### config.mk
export PLATFORM = sky130hd
export DESIGN_NAME = pipe_ctl
export DESIGN_NICKNAME = d
export VERILOG_FILES = /design/src/rtl/pipe_ctl_pkg.sv /design/src/rtl/pipe_ctl.sv
export SDC_FILE = /design/constraint.sdc
export NUM_CORES = 1
export LEC_CHECK = 0
export BUFFER_PORTS_ARGS = -buffer_cell sky130_fd_sc_hd__buf_2
export CAP_MARGIN = 15
export CORE_ASPECT_RATIO = 1.25
export CORE_MARGIN = 2
export CORE_UTILIZATION = 45
export DETAILED_ROUTE_END_ITERATION = 8
export PLACE_DENSITY_LB_ADDON = 0.15
export SKIP_CTS_REPAIR_TIMING = 1
export SYNTH_ARGS = -nofsm -noshare
export SYNTH_HDL_FRONTEND = slang
export SYNTH_SLANG_ARGS = --single-unit
### constraint.sdc
create_clock -name clk -period 4.8 [get_ports clk]
set_input_delay 0 -clock clk [delete_from_list [all_inputs] [get_ports clk]]
set_output_delay 0 -clock clk [all_outputs]
set_load 0.01 [all_outputs]
### src/rtl/pipe_ctl_pkg.sv
// Shared state encodings and hazard helper for the pipeline controller.
// Imported by pipe_ctl; keeps encodings in one place for debug tooling.
package pipe_ctl_pkg;

  localparam int REG_W = 5;

  typedef enum logic [1:0] {
    PCTL_RUN      = 2'd0,
    PCTL_MC_WAIT  = 2'd1,
    PCTL_REDIRECT = 2'd2
  } pctl_state_e;

  // x0 is hardwired zero, so a load targeting it never creates a dependency.
  function automatic logic load_use_hit(
    input logic [REG_W-1:0] rs1,
    input logic [REG_W-1:0] rs2,
    input logic             rs1_used,
    input logic             rs2_used,
    input logic             is_load,
    input logic [REG_W-1:0] rd
  );
    return is_load && (rd != '0) &&
           ((rs1_used && (rs1 == rd)) || (rs2_used && (rs2 == rd)));
  endfunction

endpackage

### src/rtl/pipe_ctl.sv
// Central stall/flush sequencer for the 5-stage core: decodes per-stage enables/bubbles.
// Zero-latency combinational outputs; data-memory wait freezes everything and holds state.
module pipe_ctl
  import pipe_ctl_pkg::*;
#(
  parameter int MC_LATENCY = 32,
  parameter int FETCH_LAT  = 1,
  parameter int CNT_W      = 6
) (
  input  logic             clk,
  input  logic             rst_n,
  input  logic [REG_W-1:0] id_rs1,
  input  logic [REG_W-1:0] id_rs2,
  input  logic             id_rs1_used,
  input  logic             id_rs2_used,
  input  logic             ex_is_load,
  input  logic [REG_W-1:0] ex_rd,
  input  logic             ex_mc_start,
  input  logic             branch_taken,
  input  logic             imem_ready,
  input  logic             dmem_req,
  input  logic             dmem_ready,
  output logic             pc_en,
  output logic             en_if_id,
  output logic             en_id_ex,
  output logic             en_ex_mem,
  output logic             en_mem_wb,
  output logic             flush_if_id,
  output logic             flush_id_ex,
  output logic             flush_ex_mem,
  output logic             flush_mem_wb,
  output logic             mc_busy
);

  localparam logic [CNT_W-1:0] MC_INIT    = CNT_W'(MC_LATENCY - 1);
  localparam logic [CNT_W-1:0] FETCH_INIT = CNT_W'(FETCH_LAT - 1);
  localparam logic [CNT_W-1:0] CNT_ONE    = CNT_W'(1);

  pctl_state_e      state, nxt_state;
  logic [CNT_W-1:0] cnt, nxt_cnt;
  logic             memstall;
  logic             advancing;
  logic             lu_act;

  always_ff @(posedge clk or negedge rst_n) begin
    if (!rst_n) begin
      state <= PCTL_RUN;
      cnt   <= '0;
    end else begin
      state <= nxt_state;
      cnt   <= nxt_cnt;
    end
  end

  always_comb begin
    nxt_state    = state;
    nxt_cnt      = cnt;
    pc_en        = 1'b1;
    en_if_id     = 1'b1;
    en_id_ex     = 1'b1;
    en_ex_mem    = 1'b1;
    en_mem_wb    = 1'b1;
    flush_if_id  = 1'b0;
    flush_id_ex  = 1'b0;
    flush_ex_mem = 1'b0;
    flush_mem_wb = 1'b0;
    mc_busy      = 1'b0;
    memstall     = dmem_req && !dmem_ready;
    // MC_WAIT with cnt==0 is the release cycle and behaves like RUN, minus a new MC start.
    advancing    = (state != PCTL_MC_WAIT) || (cnt == '0);
    lu_act       = (state != PCTL_REDIRECT) &&
                   load_use_hit(id_rs1, id_rs2, id_rs1_used, id_rs2_used, ex_is_load, ex_rd);

    if (!rst_n) begin
      pc_en        = 1'b0;
      en_if_id     = 1'b0;
      en_id_ex     = 1'b0;
      en_ex_mem    = 1'b0;
      en_mem_wb    = 1'b0;
      flush_if_id  = 1'b1;
      flush_id_ex  = 1'b1;
      flush_ex_mem = 1'b1;
      flush_mem_wb = 1'b1;
    end else if (memstall) begin
      pc_en     = 1'b0;
      en_if_id  = 1'b0;
      en_id_ex  = 1'b0;
      en_ex_mem = 1'b0;
      en_mem_wb = 1'b0;
      mc_busy   = !advancing;
    end else if (!advancing) begin
      pc_en        = 1'b0;
      en_if_id     = 1'b0;
      en_id_ex     = 1'b0;
      flush_ex_mem = 1'b1;
      mc_busy      = 1'b1;
      nxt_cnt      = cnt - CNT_ONE;
    end else if (ex_mc_start && (state != PCTL_MC_WAIT)) begin
      pc_en        = 1'b0;
      en_if_id     = 1'b0;
      en_id_ex     = 1'b0;
      flush_ex_mem = 1'b1;
      mc_busy      = 1'b1;
      nxt_cnt      = MC_INIT;
      nxt_state    = PCTL_MC_WAIT;
    end else if (branch_taken) begin
      flush_if_id = 1'b1;
      flush_id_ex = 1'b1;
      nxt_cnt     = FETCH_INIT;
      nxt_state   = PCTL_REDIRECT;
    end else begin
      nxt_state = PCTL_RUN;
      if (state == PCTL_REDIRECT) begin
        flush_if_id = 1'b1;
        if (cnt != '0) begin
          nxt_cnt   = cnt - CNT_ONE;
          nxt_state = PCTL_REDIRECT;
        end
      end else if (lu_act) begin
        pc_en       = 1'b0;
        en_if_id    = 1'b0;
        flush_id_ex = 1'b1;
      end
      // Fetch wait: a stalled IF/ID must keep its instruction rather than take a bubble.
      if (!imem_ready) begin
        pc_en = 1'b0;
        if (!lu_act) flush_if_id = 1'b1;
      end
    end
  end

endmodule
==> impl_metrics.env, run 1 <==
export IMPL_worst_setup_path_end_kind="register"
export IMPL_clock_path_buffers=2
export IMPL_synth_edf_count=0
export IMPL_syn_num_nets=144
export IMPL_ios=35
export IMPL_vias_per_cell=6.178
export IMPL_grt_first_pass_wirelength_microns=4119
export IMPL_critPathKind="register to register"
export IMPL_start_kind="register"
export IMPL_synth_top_cell_area_share_pct=21.05
export IMPL_outcome="complete, no violations"
export IMPL_r2r_slack_ns=2.76
export IMPL_worst_slack_ns=2.756
export IMPL_place_congestion=0.8732
export IMPL_cts_sinks=8
export IMPL_pre_cts_ws_ns=2.778
export IMPL_rsz0062_at_grt="no"
export IMPL_initialDrtViolationCount=31
export IMPL_powerDensity_nw_per_um2=392.2
export IMPL_fin_nets=178
export IMPL_synth_top_flop_cell="dfrtp_1"
export IMPL_skew_ns=0.004416
export IMPL_slew_limit_headroom_pct=70.15
export IMPL_antenna_found_initial=0
export IMPL_netlist_area_sq_um=950.9
export IMPL_die_area_sq_um=2499
export IMPL_drv_slew=0
export IMPL_routedWlPerCell_microns=14.86
export IMPL_synth_seq_cells=8
export IMPL_die_h_microns=55.40
export IMPL_ant_nets=0
export IMPL_min_period_ns=2.044
export IMPL_yosys_top_cells_area="dfrtp_1, xnor2_1, inv_1"
export IMPL_path_max_fanout=8
export IMPL_insertion_delay_ns=0.27
export IMPL_worst_ep_required_time_ns=4.96
export IMPL_p_leak_nw=0.5110
export IMPL_root_buffer="clkbuf_4"
export IMPL_grt_overflow=0
export IMPL_cap_viol_max_count=0
export IMPL_synthTopCellsByCount="xnor2_1, inv_1, dfrtp_1, nand2_1, a21oi_1"
export IMPL_ys_types=46
export IMPL_htreeDepth=1
export IMPL_clk_pin_slew_ns=0.06
export IMPL_rows=18
export IMPL_yosysMostFrequentCell="xnor2_1"
export IMPL_grt_max_degree=16
export IMPL_wirelength_microns=2512
export IMPL_hold_path_class="primary input to register"
export IMPL_vdd_drop_max_v=0.0002918
export IMPL_place_inst=165
export IMPL_numPortBuffers=34
export IMPL_initial_core_util_pct=47.98
export IMPL_synth_top_area_cell="dfrtp_1"
export IMPL_tightestPinTransition_ns=0.4478
export IMPL_drcViolationCount=0
export IMPL_syn_to_final_growth_pct=20.00
export IMPL_period_share_pct=42.59
export IMPL_grt_pass1_vias=956
export IMPL_syn_area_per_cell_sq_um=8.127
export IMPL_die_x_microns=45.12
export IMPL_yosysWarningCount=0
export IMPL_dp_hpwl_microns=1951
export IMPL_setup_viol=0
export IMPL_cts_buffers=3
export IMPL_firstDrtPassIters=4
export IMPL_cts_tree="done"
export IMPL_core_sq_um=1982
export IMPL_yosysSeqAreaShare_pct=21.05
export IMPL_via_count=1044
export IMPL_fmax_ghz=0.4891
export IMPL_async_flop_share_pct=100.0
export IMPL_tns_ns=0
export IMPL_arrival_ns=2.20
export IMPL_antenna_cells=0
export IMPL_final_cells=169
export IMPL_drive_above_1_share_pct=30.87
export IMPL_synth_cells=117
export IMPL_power_mw=0.4475
export IMPL_grt_usage_pct=21.99
export IMPL_hold_viol=0
stage by stage:
step	util [%]	hold WS [ns]	instance area (sq um)
after floorplan	-	-0.2956	950.9
after global placement	55.93	-0.09743	1109
after detailed placement	55.93	-0.09544	1109
after CTS	57.07	-0.3951	1131
after global routing	57.58	0.08105	1141
final	57.58	0.06912	1141
cell type report:
class / instances / area, sq um
timing repair buffer: 35 / 180.2
fill: 201 / 840.8
sequential: 8 / 200.2
multi-input combinational: 94 / 679.4
clock buffer: 3 / 22.52
tap: 20 / 25.02
inverter: 9 / 33.78
placed cells by master, fill, tap and decap left out, types with 2 or more instances in the layout:
cell | Yosys | layout
a22oi_1 | 3 | 3
nand3_1 | 2 | 2
a22o_1 | 3 | 3
o31a_1 | 3 | 3
and3_1 | 2 | 2
clkbuf_4 | 0 | 3
o211ai_1 | 4 | 4
nand4_1 | 5 | 5
xnor2_1 | 10 | 10
ha_1 | 2 | 2
dfrtp_1 | 8 | 8
nor4b_1 | 2 | 2
inv_1 | 9 | 9
a31oi_1 | 2 | 2
nor2_1 | 4 | 4
nand2_1 | 8 | 8
mux2_2 | 2 | 2
nand2b_1 | 3 | 3
a21oi_1 | 6 | 6
o21ai_0 | 5 | 5
nor2b_1 | 3 | 3
buf_2 | 0 | 34
a21boi_0 | 2 | 2
registers in the layout, summed over array words and instances, names as in the netlist:
signal  count
cnt         6
state       2
cell families after synthesis:
logic type | synth area share (%)
xor gates and xnor gates | 9.210
muxes | 2.368
buffers and inverters | 7.500
AOI/OAI and AO/OA | 32.63
and+or+nand+nor | 24.61
adders and majority gates | 2.631
DFF | 21.05
worst paths after layout:
| check | from | endpoint | cells after the start |
|---|---|---|---|
| max in group asynchronous | rst_n | cnt[0] | 2 |
| worst max-delay path | cnt[0] | cnt[0] | 6 |
| min in group asynchronous | rst_n | cnt[5] | 2 |
| worst min register to register | cnt[1] | cnt[1] | 1 |
| worst min-delay path | ex_mc_start | state[1] | 2 |
| worst max register to register | cnt[0] | cnt[0] | 6 |
worst max-delay path, stage by stage (launching register included):
cell and delay (ns):
dfrtp_1 0.40, inv_1 0.08, ha_1 0.20, nor3b_4 0.18, a311o_2 0.46, a31oi_2 0.26, mux2_2 0.36
metal layers:
metal / global-route usage [%] / vias to the layer above / part of all wire, %
li1: - / 512 / -
met1: 24.24 / 478 / 41
met2: 36.94 / 48 / 49
met3: 4.575 / 6 / 7.5
met4: 12.61 / 0 / 2.2
met5: 0 / - / 0
where the power goes:
part	switching [mW]	total, mW	internal, mW
clock network	0.0291	0.0581	0.0290
registers	0.0486	0.143	0.0942
logic	0.129	0.247	0.117
(Power assumes the default switching activity.)
==> run 2, diff against run 1 <==
--- a/config.mk
+++ b/config.mk
@@ -5,6 +5,7 @@
 export SDC_FILE = /design/constraint.sdc
 export NUM_CORES = 1
 export LEC_CHECK = 0
+export ABC_AREA = 1
 export BUFFER_PORTS_ARGS = -buffer_cell sky130_fd_sc_hd__buf_2
 export CAP_MARGIN = 15
 export CORE_ASPECT_RATIO = 1.25
==> constraint.sdc (replaced) <==
create_clock -name clk -period 2.1 [get_ports clk]
set_input_delay 0 -clock clk [delete_from_list [all_inputs] [get_ports clk]]
set_output_delay 0 -clock clk [all_outputs]
set_load 0.01 [all_outputs]
==> run 2 against run 1 <==
Net effect:
- routed wire length is 21% lower
- register-to-register slack worse by 2.1 ns
- via count is 6.6% lower
- first-iteration DRC count is 68% lower
- setup slack worse by 2.4 ns
- combinational power grew to 2.6 times the previous value
- clock power is 110% higher
- sequential share of layout area is 0.60 points higher
- die area is 6.4% lower
- critical path type is now primary input to primary output
- critical endpoint is now pc_en
- largest cell class unchanged
- highest routed layer unchanged
==> impl_metrics.env, run 2 <==
export IMPL_grt_overflow=0
export IMPL_grt_first_pass_wirelength_microns=3270
export IMPL_place_area_sq_um=1071
export IMPL_core_sq_um=1808
export IMPL_synth_edf_count=0
export IMPL_rows=17
export IMPL_place_inst=201
export IMPL_syn_to_final_growth_pct=24.75
export IMPL_yosys_top_cells_area="dfrtp_1, nand2_1, inv_1"
export IMPL_via_count=975
export IMPL_yosysWarningCount=0
export IMPL_grt_use_met1_pct=20.37
export IMPL_hold_path_class="primary input to register"
export IMPL_grt_pass1_vias=862
export IMPL_ios=35
export IMPL_root_buffer="clkbuf_4"
export IMPL_largest_register_ffs=6
export IMPL_final_cells=205
export IMPL_period_share_pct=81.54
export IMPL_firstDrtPassIters=4
export IMPL_reg2regPathDepth=8
export IMPL_vias_per_cell=4.756
export IMPL_skew_ns=0.003956
export IMPL_drv_slew=0
export IMPL_insertion_delay_ns=0.26
export IMPL_drive_above_1_share_pct=28.49
export IMPL_wirelength_microns=1979
export IMPL_synth_seq_cells=8
export IMPL_grt_max_degree=13
export IMPL_min_period_ns=1.712
export IMPL_hold_viol=0
export IMPL_worst_setup_path_end_kind="primary output"
export IMPL_die_h_microns=53.57
export IMPL_htreeDepth=1
export IMPL_yosysMostFrequentCell="nand2_1"
export IMPL_clk_pin_slew_ns=0.05
export IMPL_cts_buffers=3
export IMPL_syn_num_nets=176
export IMPL_ant_nets=0
export IMPL_top_register="cnt"
export IMPL_initial_core_util_pct=48.93
export IMPL_tightestPinTransition_ns=0.3685
export IMPL_r2r_slack_ns=0.62
export IMPL_antenna_found_initial=0
export IMPL_fmax_ghz=0.5840
export IMPL_grt_busiest_layer="met2"
export IMPL_tns_ns=0
export IMPL_grt_use_met3_pct=4.027
export IMPL_syn_area_per_cell_sq_um=5.937
export IMPL_final_cell_mix="nand2_1, buf_2, inv_1, nor2_1"
export IMPL_start_kind="primary input"
export IMPL_synthTopCellsByCount="nand2_1, inv_1, nor2_1, dfrtp_1, nand3_1"
export IMPL_synth_top_flop_cell="dfrtp_1"
export IMPL_powerDensity_nw_per_um2=950.9
export IMPL_setup_viol=0
export IMPL_vdd_drop_max_v=0.0006428
export IMPL_cap_viol_max_count=0
export IMPL_clock_path_buffers=2
export IMPL_slew_limit_headroom_pct=75.34
export IMPL_grt_usage_pct=18.53
export IMPL_dp_hpwl_microns=1691
export IMPL_synth_top_area_cell="dfrtp_1"
export IMPL_drcViolationCount=0
export IMPL_min_path_cells=3
export IMPL_outcome="complete, no violations"
export IMPL_cts_tree="done"
export IMPL_hp_start="branch_taken"
export IMPL_ys_types=26
export IMPL_r2r_end="cnt[1]"
export IMPL_met2_usage_pct=35.54
export IMPL_die_x_microns=43.66
export IMPL_routedWlPerCell_microns=9.654
export IMPL_async_flop_share_pct=100.0
export IMPL_p_leak_nw=0.6937
export IMPL_largestRegisters="cnt x6, state x2"
export IMPL_path_max_fanout=12
export IMPL_hold_end="state[1]"
export IMPL_cts_sinks=8
export IMPL_arrival_ns=1.71
export IMPL_yosysSeqAreaShare_pct=22.63
export IMPL_final_common_cell="nand2_1"
export IMPL_reg2reg_from="cnt[0]"
export IMPL_rsz0062_at_grt="no"
export IMPL_critPathKind="primary input to primary output"
export IMPL_fin_nets=215
export IMPL_antenna_cells=0
export IMPL_netlist_area_sq_um=884.6
export IMPL_synth_cells=149
export IMPL_worst_ep_required_time_ns=2.10
export IMPL_synth_top_cell_area_share_pct=22.63
export IMPL_final_cell_area_sq_um=1104
export IMPL_place_congestion=0.8317
export IMPL_die_area_sq_um=2339
export IMPL_n_fill_cell=181
export IMPL_numPortBuffers=34
export IMPL_initialDrtViolationCount=10
[run 2: cell count changes in the layout (fill, tap and decap cells not counted), sizes merged, moves of 4 or more]
| cell | before | now |
|---|---|---|
| nor2 | 4 | 20 |
| nand2 | 8 | 54 |
| nand3 | 2 | 8 |
| inv | 9 | 35 |
| o211ai | 4 | 0 |
| xnor2 | 10 | 1 |
[run 2: critical path: stages]
cell           delay [ns]
dlygate4sd3_1        0.52
buf_2                0.26
inv_1                0.15
nor2_4               0.26
inv_2                0.09
nor2_4               0.14
nand2_1              0.08
nor2_1               0.08
buf_2                0.13
[run 2: per-layer routing]
layer | vias to the layer above | share of wire (%)
li1 | 519 | -
met1 | 435 | 41
met2 | 19 | 55
met3 | 2 | 3.8
met4 | 0 | 0.86
met5 | - | 0
[run 2: worst max-delay path by stage]
stage / startpoint / endpoint / cells after the start
3_5_place_dp: cnt[0] / cnt[1] / 8
3_3_place_gp: cnt[0] / cnt[1] / 8
2_1_floorplan: cnt[0] / cnt[0] / 10
6_report: rst_n / pc_en / 9
4_1_cts: cnt[0] / flush_id_ex / 9
5_1_grt: rst_n / pc_en / 9
[run 2: cell type report]
cell class / count / area (sq um) / share of cell area [%]
tap: 19 / 23.77 / 2.154
sequential: 8 / 200.2 / 18.14
clock buffer: 3 / 22.52 / 2.041
timing repair buffer: 35 / 180.2 / 16.33
multi-input combinational: 105 / 543.0 / 49.21
inverter: 35 / 133.9 / 12.13
[run 2: per-stage QoR]
stage                     total power, mW  hold slack, ns  utilization (%)  setup WS, ns
after floorplan                    0.7717         -0.2956                -        0.7389
after global placement             0.9114         -0.1238            59.24        0.6671
after detailed placement           0.9322         -0.1211            59.24        0.6284
after CTS                           1.058         -0.4034            60.48        0.3965
after global routing                1.159          0.1400            61.04        0.2103
final                               1.049          0.1289            61.04        0.3877
[run 2: kinds of logic after synthesis]
logic type	after synthesis	share of synthesized area (%)
simple gates	85	45.26
xor+xnor	3	2.971
fa+ha+maj	2	2.828
compound gates	15	10.33
buf+inv	36	15.98
flops	8	22.63
[run 2: report_power, final]
group	leakage (nW)	switching [mW]	internal (mW)
registers	0.0948	0.0522	0.226
logic	0.585	0.405	0.247
clock network	0.0138	0.0544	0.0655
==> run 3, diff against run 2 <==
==> constraint.sdc (replaced) <==
create_clock -name clk -period 1.64 [get_ports clk]
set_input_delay 0 -clock clk [delete_from_list [all_inputs] [get_ports clk]]
set_output_delay 0 -clock clk [all_outputs]
set_load 0.01 [all_outputs]
==> run 3 against run 2 <==
Net effect:
- die area stayed put
- sequential share of layout area is 1.4 points lower
- register-to-register slack worse by 0.52 ns
- clock power is 32% higher
- global-route usage is 0.72 points higher
- hold slack worse by 0.010 ns
- first-iteration DRC count is 140% higher
- final cell count is 3.4% higher
==> impl_metrics.env, run 3 (synthesis results as in run 2) <==
export IMPL_clk_pin_slew_ns=0.06
export IMPL_cts_tree="done"
export IMPL_startpoint="cnt[1]"
export IMPL_critPathKind="register to primary output"
export IMPL_grt_pass1_vias=916
export IMPL_tightestPinTransition_ns=0.3651
export IMPL_reg2reg_from="cnt[1]"
export IMPL_core_sq_um=1808
export IMPL_final_common_cell="nand2_1"
export IMPL_initialDrtViolationCount=24
export IMPL_worst_setup_path_end_kind="primary output"
export IMPL_top_layer_used="met4"
export IMPL_cts_sinks=8
export IMPL_cts_buffers=3
export IMPL_syn_to_final_growth_pct=35.36
export IMPL_arrival_ns=1.59
export IMPL_fin_hold_ws_ns=0.1187
export IMPL_period_share_pct=96.91
export IMPL_hold_viol=0
export IMPL_grt_overflow=0
export IMPL_finalCoreUtilization_pct=66.23
export IMPL_start_kind="register"
export IMPL_initial_core_util_pct=48.93
export IMPL_rsz0062_at_grt="yes"
export IMPL_worst_ep_required_time_ns=1.64
export IMPL_p_int_mw=0.8017
export IMPL_die_x_microns=43.66
export IMPL_hp_start="branch_taken"
export IMPL_final_cell_mix="nand2_1, buf_2, inv_1, nor2_1"
export IMPL_grt_max_degree=12
export IMPL_insertion_delay_ns=0.26
export IMPL_drv_slew=0
export IMPL_outcome="complete, no violations"
export IMPL_vias_per_cell=4.877
export IMPL_routedWlPerCell_microns=10.31
export IMPL_path_max_fanout=4
export IMPL_die_area_sq_um=2339
export IMPL_route_met2_wl_microns=1187
export IMPL_antenna_cells=0
export IMPL_tns_ns=0
export IMPL_p_clk_share_pct=10.1
export IMPL_dp_hpwl_microns=1688
export IMPL_wirelength_microns=2186
export IMPL_power_frac_seq_pct=23.8
export IMPL_skew_ns=0.001838
export IMPL_fmax_ghz=0.6292
export IMPL_top_register="cnt"
export IMPL_switchingPower_mw=0.7610
export IMPL_vdd_drop_max_v=0.0009693
export IMPL_root_buffer="clkbuf_4"
export IMPL_hold_path_class="primary input to register"
export IMPL_pwr_share_comb_pct=66.1
export IMPL_largest_register_ffs=6
export IMPL_p_leak_nw=0.7296
export IMPL_drive_above_1_share_pct=33.68
export IMPL_firstDrtPassIters=4
export IMPL_drcViolationCount=0
export IMPL_met1_length_microns=830
export IMPL_htreeDepth=1
export IMPL_rows=17
export IMPL_die_h_microns=53.57
export IMPL_clock_path_buffers=2
export IMPL_place_congestion=0.8152
export IMPL_place_area_sq_um=1079
export IMPL_ant_nets=0
export IMPL_largestRegisters="cnt x6, state x2"
export IMPL_grt_first_pass_wirelength_microns=3415
export IMPL_setup_viol=0
export IMPL_ios=35
export IMPL_min_period_ns=1.589
export IMPL_final_cell_area_sq_um=1197
export IMPL_powerDensity_nw_per_um2=1305
export IMPL_numPortBuffers=34
export IMPL_via_count=1034
export IMPL_fin_nets=222
export IMPL_met3WireLength_microns=97
export IMPL_cap_viol_max_count=0
export IMPL_swShare_pct=48.70
export IMPL_slew_limit_headroom_pct=75.57
export IMPL_grt_usage_pct=19.24
export IMPL_antenna_found_initial=0
## run 3: cell types whose count changed in the layout (fill, tap and decap cells not counted), sizes merged
cell / before / now
buf: 34 / 41
## run 3: power by group through the flow
stage | Clock [mW] | Sequential [mW] | Combinational (mW)
after CTS | 0.159 | 0.355 | 0.848
after detailed placement | 0 | 0.358 | 0.843
after global routing | 0.170 | 0.382 | 1.15
final | 0.158 | 0.372 | 1.03
after global placement | 0 | 0.352 | 0.816
after floorplan | 0 | 0.340 | 0.648
## run 3: metal layers
layer | vias to the layer above | GRT usage [%]
li1 | 536 | -
met1 | 464 | 20.62
met2 | 25 | 37.75
met3 | 9 | 2.013
met4 | 0 | 7.576
met5 | - | 0
## run 3: final cells by class
| type | count | area [sq um] |
|---|---|---|
| clock buffer | 3 | 22.52 |
| multi-input combinational | 105 | 584.3 |
| tap | 19 | 23.77 |
| timing repair buffer | 42 | 232.7 |
| sequential | 8 | 200.2 |
| inverter | 35 | 133.9 |
| fill | 180 | 610.6 |
## run 3: path summary, 6_finish.rpt
path / cells after the start / endpoint / slack (ns)
worst min register to register: 2 / cnt[4] / 0.54
worst max register to register: 9 / cnt[0] / 0.10
worst max-delay path: 9 / pc_en / 0.05
min in group asynchronous: 3 / cnt[5] / 0.20
worst min-delay path: 3 / state[1] / 0.12
max in group asynchronous: 3 / state[0] / 1.30
## run 3: per-stage QoR
stage | setup slack [ns] | power [mW] | std cells
2_1_floorplan | 0.2789 | 0.9882 | 149
3_3_place_gp | 0.2075 | 1.168 | 202
3_5_place_dp | 0.1082 | 1.201 | 202
4_1_cts | -0.08040 | 1.362 | 205
5_1_grt | -0.04229 | 1.698 | 212
6_report | 0.05073 | 1.563 | 212
## run 3: worst max-delay path, cell delays in order, from the launching register on
cell and delay (ns):
dfrtp_1 0.37, inv_2 0.10, ha_4 0.15, nand4_4 0.11, nand2_4 0.11, nand2_4 0.08, nor2_4 0.14, nand2_2 0.06
nor2_1 0.09, buf_2 0.13
